==> config.mk <==
export PLATFORM = sky130hd
export DESIGN_NAME = core_stage_sequencer
export DESIGN_NICKNAME = d
export VERILOG_FILES = /design/src/rtl/core_stage_sequencer.sv
export SDC_FILE = /design/constraint.sdc
export NUM_CORES = 1
export LEC_CHECK = 0
export CAP_MARGIN = 20
export CORE_MARGIN = 2
export CORE_UTILIZATION = 50
export CTS_BUF_LIST = sky130_fd_sc_hd__clkbuf_4 sky130_fd_sc_hd__clkbuf_8
export CTS_CLUSTER_DIAMETER = 80
export CTS_CLUSTER_SIZE = 30
export DETAILED_ROUTE_END_ITERATION = 16
export PLACE_DENSITY = 0.86
export SETUP_SLACK_MARGIN = 0.2
export SLEW_MARGIN = 20
export SYNTH_ARGS = -nofsm -noshare
export SYNTH_HDL_FRONTEND = slang
export SYNTH_SLANG_ARGS = --single-unit
==> constraint.sdc <==
create_clock -name clk -period 2.4 [get_ports clk]
set_input_delay 0.24 -clock clk [delete_from_list [all_inputs] [get_ports clk]]
set_output_delay 0.24 -clock clk [all_outputs]
set_load 0.1 [all_outputs]
==> src/rtl/core_stage_sequencer.sv <==
// core_stage_sequencer: multi-cycle controller that walks one instruction at a
// time through fetch -> decode -> exec -> [mem] -> wb. Each stage gets a single
// enable pulse (issue cycle) and is then waited on until its done level is seen.
// The block owns the architectural PC, halts only at instruction boundaries and
// runs a per-stage watchdog.
// Optional build macro CORE_SEQ_PERF_EN adds cycle_cnt / instret counters.
module core_stage_sequencer #(
  parameter logic [31:0] RESET_PC       = 32'h0000_0000,
  parameter int unsigned TIMEOUT_CYCLES = 1024
) (
  input  logic        clk,
  input  logic        rstn,
  input  logic        start,
  input  logic        halt_req,
  output logic [31:0] pc,
  output logic        fetch_en,
  input  logic        fetch_done,
  output logic        decode_en,
  input  logic        decode_done,
  input  logic        mem_skip,
  output logic        exec_en,
  input  logic        exec_done,
  input  logic [31:0] exec_pc_next,
  output logic        mem_en,
  input  logic        mem_done,
  output logic        wb_en,
  input  logic        wb_done,
  output logic        running,
  output logic        halted,
`ifdef CORE_SEQ_PERF_EN
  output logic [63:0] cycle_cnt,
  output logic [63:0] instret,
`endif
  output logic        timeout
);

  // Watchdog width; keep at least one bit so a disabled watchdog still elaborates.
  localparam int WDW = (TIMEOUT_CYCLES == 0) ? 1 : $clog2(TIMEOUT_CYCLES + 1);
  localparam logic [WDW-1:0] WD_LIM = WDW'(TIMEOUT_CYCLES);

  typedef enum logic [2:0] {
    ST_IDLE, ST_FETCH, ST_DECODE, ST_EXEC, ST_MEM, ST_WB, ST_HALT
  } state_t;

  state_t         state, state_nxt;
  logic           issued;     // 0 in a stage's issue cycle, 1 while waiting
  logic           mskip;      // mem_skip captured at decode completion
  logic [WDW-1:0] wdog;
  logic           done_sel, in_stage, waiting, accept, expire;

  assign in_stage = (state != ST_IDLE) && (state != ST_HALT);
  assign waiting  = in_stage && issued;
  // done in the issue cycle is a stale level from the previous instruction
  assign accept   = waiting && done_sel;
  // wdog counts completed wait cycles; expiry loses to a done in the same cycle
  assign expire   = waiting && !done_sel && (TIMEOUT_CYCLES != 0) && (wdog == WD_LIM);

  // Select the completion flag of the stage currently in flight
  always_comb begin
    done_sel = 1'b0;
    case (state)
      ST_FETCH:  done_sel = fetch_done;
      ST_DECODE: done_sel = decode_done;
      ST_EXEC:   done_sel = exec_done;
      ST_MEM:    done_sel = mem_done;
      ST_WB:     done_sel = wb_done;
      default:   done_sel = 1'b0;
    endcase
  end

  // Next-state: advance on accepted done, halt at WB boundary or on watchdog expiry
  always_comb begin
    state_nxt = state;
    case (state)
      ST_IDLE, ST_HALT: if (start) state_nxt = ST_FETCH;
      ST_FETCH:  if (accept) state_nxt = ST_DECODE;
      ST_DECODE: if (accept) state_nxt = ST_EXEC;
      ST_EXEC:   if (accept) state_nxt = mskip ? ST_WB : ST_MEM;
      ST_MEM:    if (accept) state_nxt = ST_WB;
      ST_WB:     if (accept) state_nxt = halt_req ? ST_HALT : ST_FETCH;
      default:   state_nxt = ST_IDLE;
    endcase
    if (expire) state_nxt = ST_HALT;
  end

  // State register plus issue flag, watchdog, PC, captured mem_skip and sticky timeout
  always_ff @(posedge clk or negedge rstn) begin
    if (!rstn) begin
      state   <= ST_IDLE;
      issued  <= 1'b0;
      wdog    <= '0;
      mskip   <= 1'b0;
      pc      <= RESET_PC;
      timeout <= 1'b0;
    end else begin
      state  <= state_nxt;
      // a fresh state always begins with its issue cycle
      issued <= in_stage && (state_nxt == state);
      if (!waiting)
        wdog <= '0;
      else if (wdog != {WDW{1'b1}})
        wdog <= wdog + WDW'(1);
      if ((state == ST_DECODE) && accept)
        mskip <= mem_skip;
      if ((state == ST_IDLE) && start)
        pc <= RESET_PC;
      else if ((state == ST_EXEC) && accept)
        pc <= exec_pc_next;
      if (expire)
        timeout <= 1'b1;
      else if ((state == ST_HALT) && start)
        timeout <= 1'b0;
    end
  end

  // Outputs: enable pulses only in the issue cycle, status from the state
  always_comb begin
    fetch_en  = (state == ST_FETCH)  && !issued;
    decode_en = (state == ST_DECODE) && !issued;
    exec_en   = (state == ST_EXEC)   && !issued;
    mem_en    = (state == ST_MEM)    && !issued;
    wb_en     = (state == ST_WB)     && !issued;
    running   = in_stage;
    halted    = (state == ST_HALT);
  end

`ifdef CORE_SEQ_PERF_EN
  // Performance counters: cycles spent running and retired instructions
  always_ff @(posedge clk or negedge rstn) begin
    if (!rstn) begin
      cycle_cnt <= 64'd0;
      instret   <= 64'd0;
    end else begin
      if (running)
        cycle_cnt <= cycle_cnt + 64'd1;
      if ((state == ST_WB) && accept)
        instret <= instret + 64'd1;
    end
  end
`endif

endmodule

==> impl_metrics.env <==
export IMPL_synth_cell_type_count=49
export IMPL_hold_buffers=0
export IMPL_finalCriticalPeriod_ns=2.00
export IMPL_synth_top_area_share=0.537
export IMPL_final_cells=339
export IMPL_detail_route_antenna_nets=0
export IMPL_die_y_um=71.6
export IMPL_r2r_setup_slack_ns=0.50
export IMPL_critPathLaunchType="flop"
export IMPL_critical_path_top_delay_family="flip-flops"
export IMPL_io_pin_count=82
export IMPL_synth_edf_count=0
export IMPL_hold_violations=0
export IMPL_final_common_cell="dfrtp_1"
export IMPL_final_nets=330
export IMPL_timing_rr_start="state[0]"
export IMPL_grt_use_total=0.224
export IMPL_rsz0062_at_grt="false"
export IMPL_cp_num_cells=3
export IMPL_cts_setup_buffers=0
export IMPL_routed_wl_um=5340
export IMPL_async_reset_ff_frac=1.00
export IMPL_synth_top_area_cell="dfrtp_1"
export IMPL_area_growth_pct=40.2
export IMPL_relSlewSlack=0.600
export IMPL_finalCritPeriodShare=0.832
export IMPL_drt_iter0_drc=208
export IMPL_ys_flop_type="dfrtp_1"
export IMPL_path_class="reg -> out"
export IMPL_antenna_found_initial=0
export IMPL_drv_cap=0
export IMPL_path_clk_slew_ns=0.09
export IMPL_place_gp_congestion=0.908
export IMPL_slowest_delay_ns=0.68
export IMPL_setup_violations=0
export IMPL_critPathCapture="decode_en"
export IMPL_whs_ns=0.0206
export IMPL_drv_slew=0
export IMPL_tightest_slew_ns=0.600
export IMPL_cpMaxStageDelayCell="dfrtp_1"
export IMPL_io_buffers=81
export IMPL_dp_cells=331
export IMPL_crit_required_ns=2.16
export IMPL_dieArea_mm2=0.00512
export IMPL_clock_latency_ns=0.30
export IMPL_h_tree_depth=2
export IMPL_grt_pass1_vias=1907
export IMPL_timing_rr_end="state[1]"
export IMPL_start_util=0.521
export IMPL_cts_root_buffer="clkbuf_8"
export IMPL_antenna_cells=0
export IMPL_grt_pass1_wl_um=8950
export IMPL_drc=0
export IMPL_cts_tree="built"
export IMPL_ys_top_cells_by_area="dfrtp_1, a22o_1, nor2_1"
export IMPL_hp_class="in -> async"
export IMPL_core_region_area_mm2=0.00438
export IMPL_crit_fanout=16
export IMPL_first_pass_iters=4
export IMPL_avgSynthCellArea_um2=11.1
export IMPL_ys_ff_latch=49
export IMPL_syn_inst=206
export IMPL_die_x_um=71.6
export IMPL_nFillCells=312
export IMPL_fmaxAchievable_mhz=501
export IMPL_syn_nets=250
export IMPL_cts_buffers=5
export IMPL_netlist_area_mm2=0.00228
export IMPL_core_rowCount=24
export IMPL_grt_max_degree=50
export IMPL_status="finished, final reports clean"
export IMPL_ctsResizeCount=0
export IMPL_clock_path_buffers=2
export IMPL_critPathLaunch="state[1]"
export IMPL_crit_path_end_kind="primary output"
export IMPL_drive_above_1_share=0.247
export IMPL_layout_common_cells="dfrtp_1, clkdlybuf4s50_1, buf_4"
export IMPL_clkSinkCount=49
export IMPL_wl_per_cell_um=15.8
export IMPL_skew_ns=0.00962
export IMPL_worst_path_buf_inv=1
export IMPL_reg2reg_depth=5
export IMPL_yosysSeqAreaShare=0.537
export IMPL_dp_hpwl_um=3730
export IMPL_crit_chain="nand2b_1 > nor3_2 > buf_12"
export IMPL_route_vias_total=1906
export IMPL_vias_per_cell=5.62
export IMPL_critPathArrivalTime_ns=1.76
export IMPL_synth_warnings=0
export IMPL_gr_total_overflow=0
per-stage QoR:
stage | utilization | area, um2 | setup slack, ns | setup TNS (ns)
after CTS | 0.730 | 3200 | 0.411 | 0
after global routing | 0.730 | 3200 | 0.296 | 0
final | 0.730 | 3200 | 0.403 | 0
after detailed placement | 0.708 | 3100 | 0.553 | 0
after floorplan | - | 2300 | -0.129 | -0.401
after global placement | 0.708 | 3100 | 0.589 | 0
worst register-to-register path, stage by stage (launching register included):
cell and delay, ns:
dfrtp_1 0.63, mux2i_1 0.19, a211oi_2 0.37, nor2_1 0.10, nand3_2 0.11, or3b_1 0.37
synth_stat cells (all sizes together) (4+ instances only):
cell type and instances:
xor2 4, nor2b 4, dfrtp 49, nor2 20
nor3 7, nand3 7, buf 10, nand2 13
a22o 32, inv 5, a21oi 8, o21ai 5
how the worst min path moves through the flow:
stage / startpoint / end / slack (ns) / cells after the start
finish: rstn / pc[31] / 0.02 / 2
global placement: rstn / wdog[6] / 0.37 / 2
global route: rstn / wdog[8] / 0.07 / 2
CTS: rstn / pc[31] / 0.04 / 2
detailed placement: rstn / state[2] / 0.37 / 2
floorplan: rstn / issued / -0.06 / 0
registers in the layout, summed over array words and instances, names as in the netlist:
register,flops
state,3
wdog,11
timeout,1
pc,32
mskip,1
issued,1
metal layers:
metal / vias up / share of wire / global-route usage
li1: 917 / - / -
met1: 908 / 0.43 / 0.313
met2: 74 / 0.47 / 0.336
met3: 7 / 0.082 / 0.0675
met4: 0 / 0.013 / 0.0776
met5: - / 0 / 0
final cells by class:
| type | count | area (um2) | area share |
|---|---|---|---|
| Sequential cell | 49 | 1230 | 0.383 |
| Clock buffer | 6 | 82.6 | 0.0258 |
| Multi-Input combinational cell | 139 | 988 | 0.309 |
| Clock inverter | 2 | 13.8 | 0.00430 |
| Timing Repair Buffer | 86 | 806 | 0.252 |
| Tap cell | 52 | 65.1 | 0.0203 |
| Inverter | 5 | 18.8 | 0.00586 |
logic make-up after synthesis:
logic type,share of synthesized area
AND/OR/NAND/NOR,0.173
AO/OA/AOI/OAI,0.209
flip-flops,0.537
buffers and inverters,0.0373
XOR/XNOR,0.0192
multiplexers,0.0137
adder cells (fa/ha/maj),0.0110
Power is not shown: default switching activity piles up to over one toggle a cycle in this logic, so the estimate is an artifact.
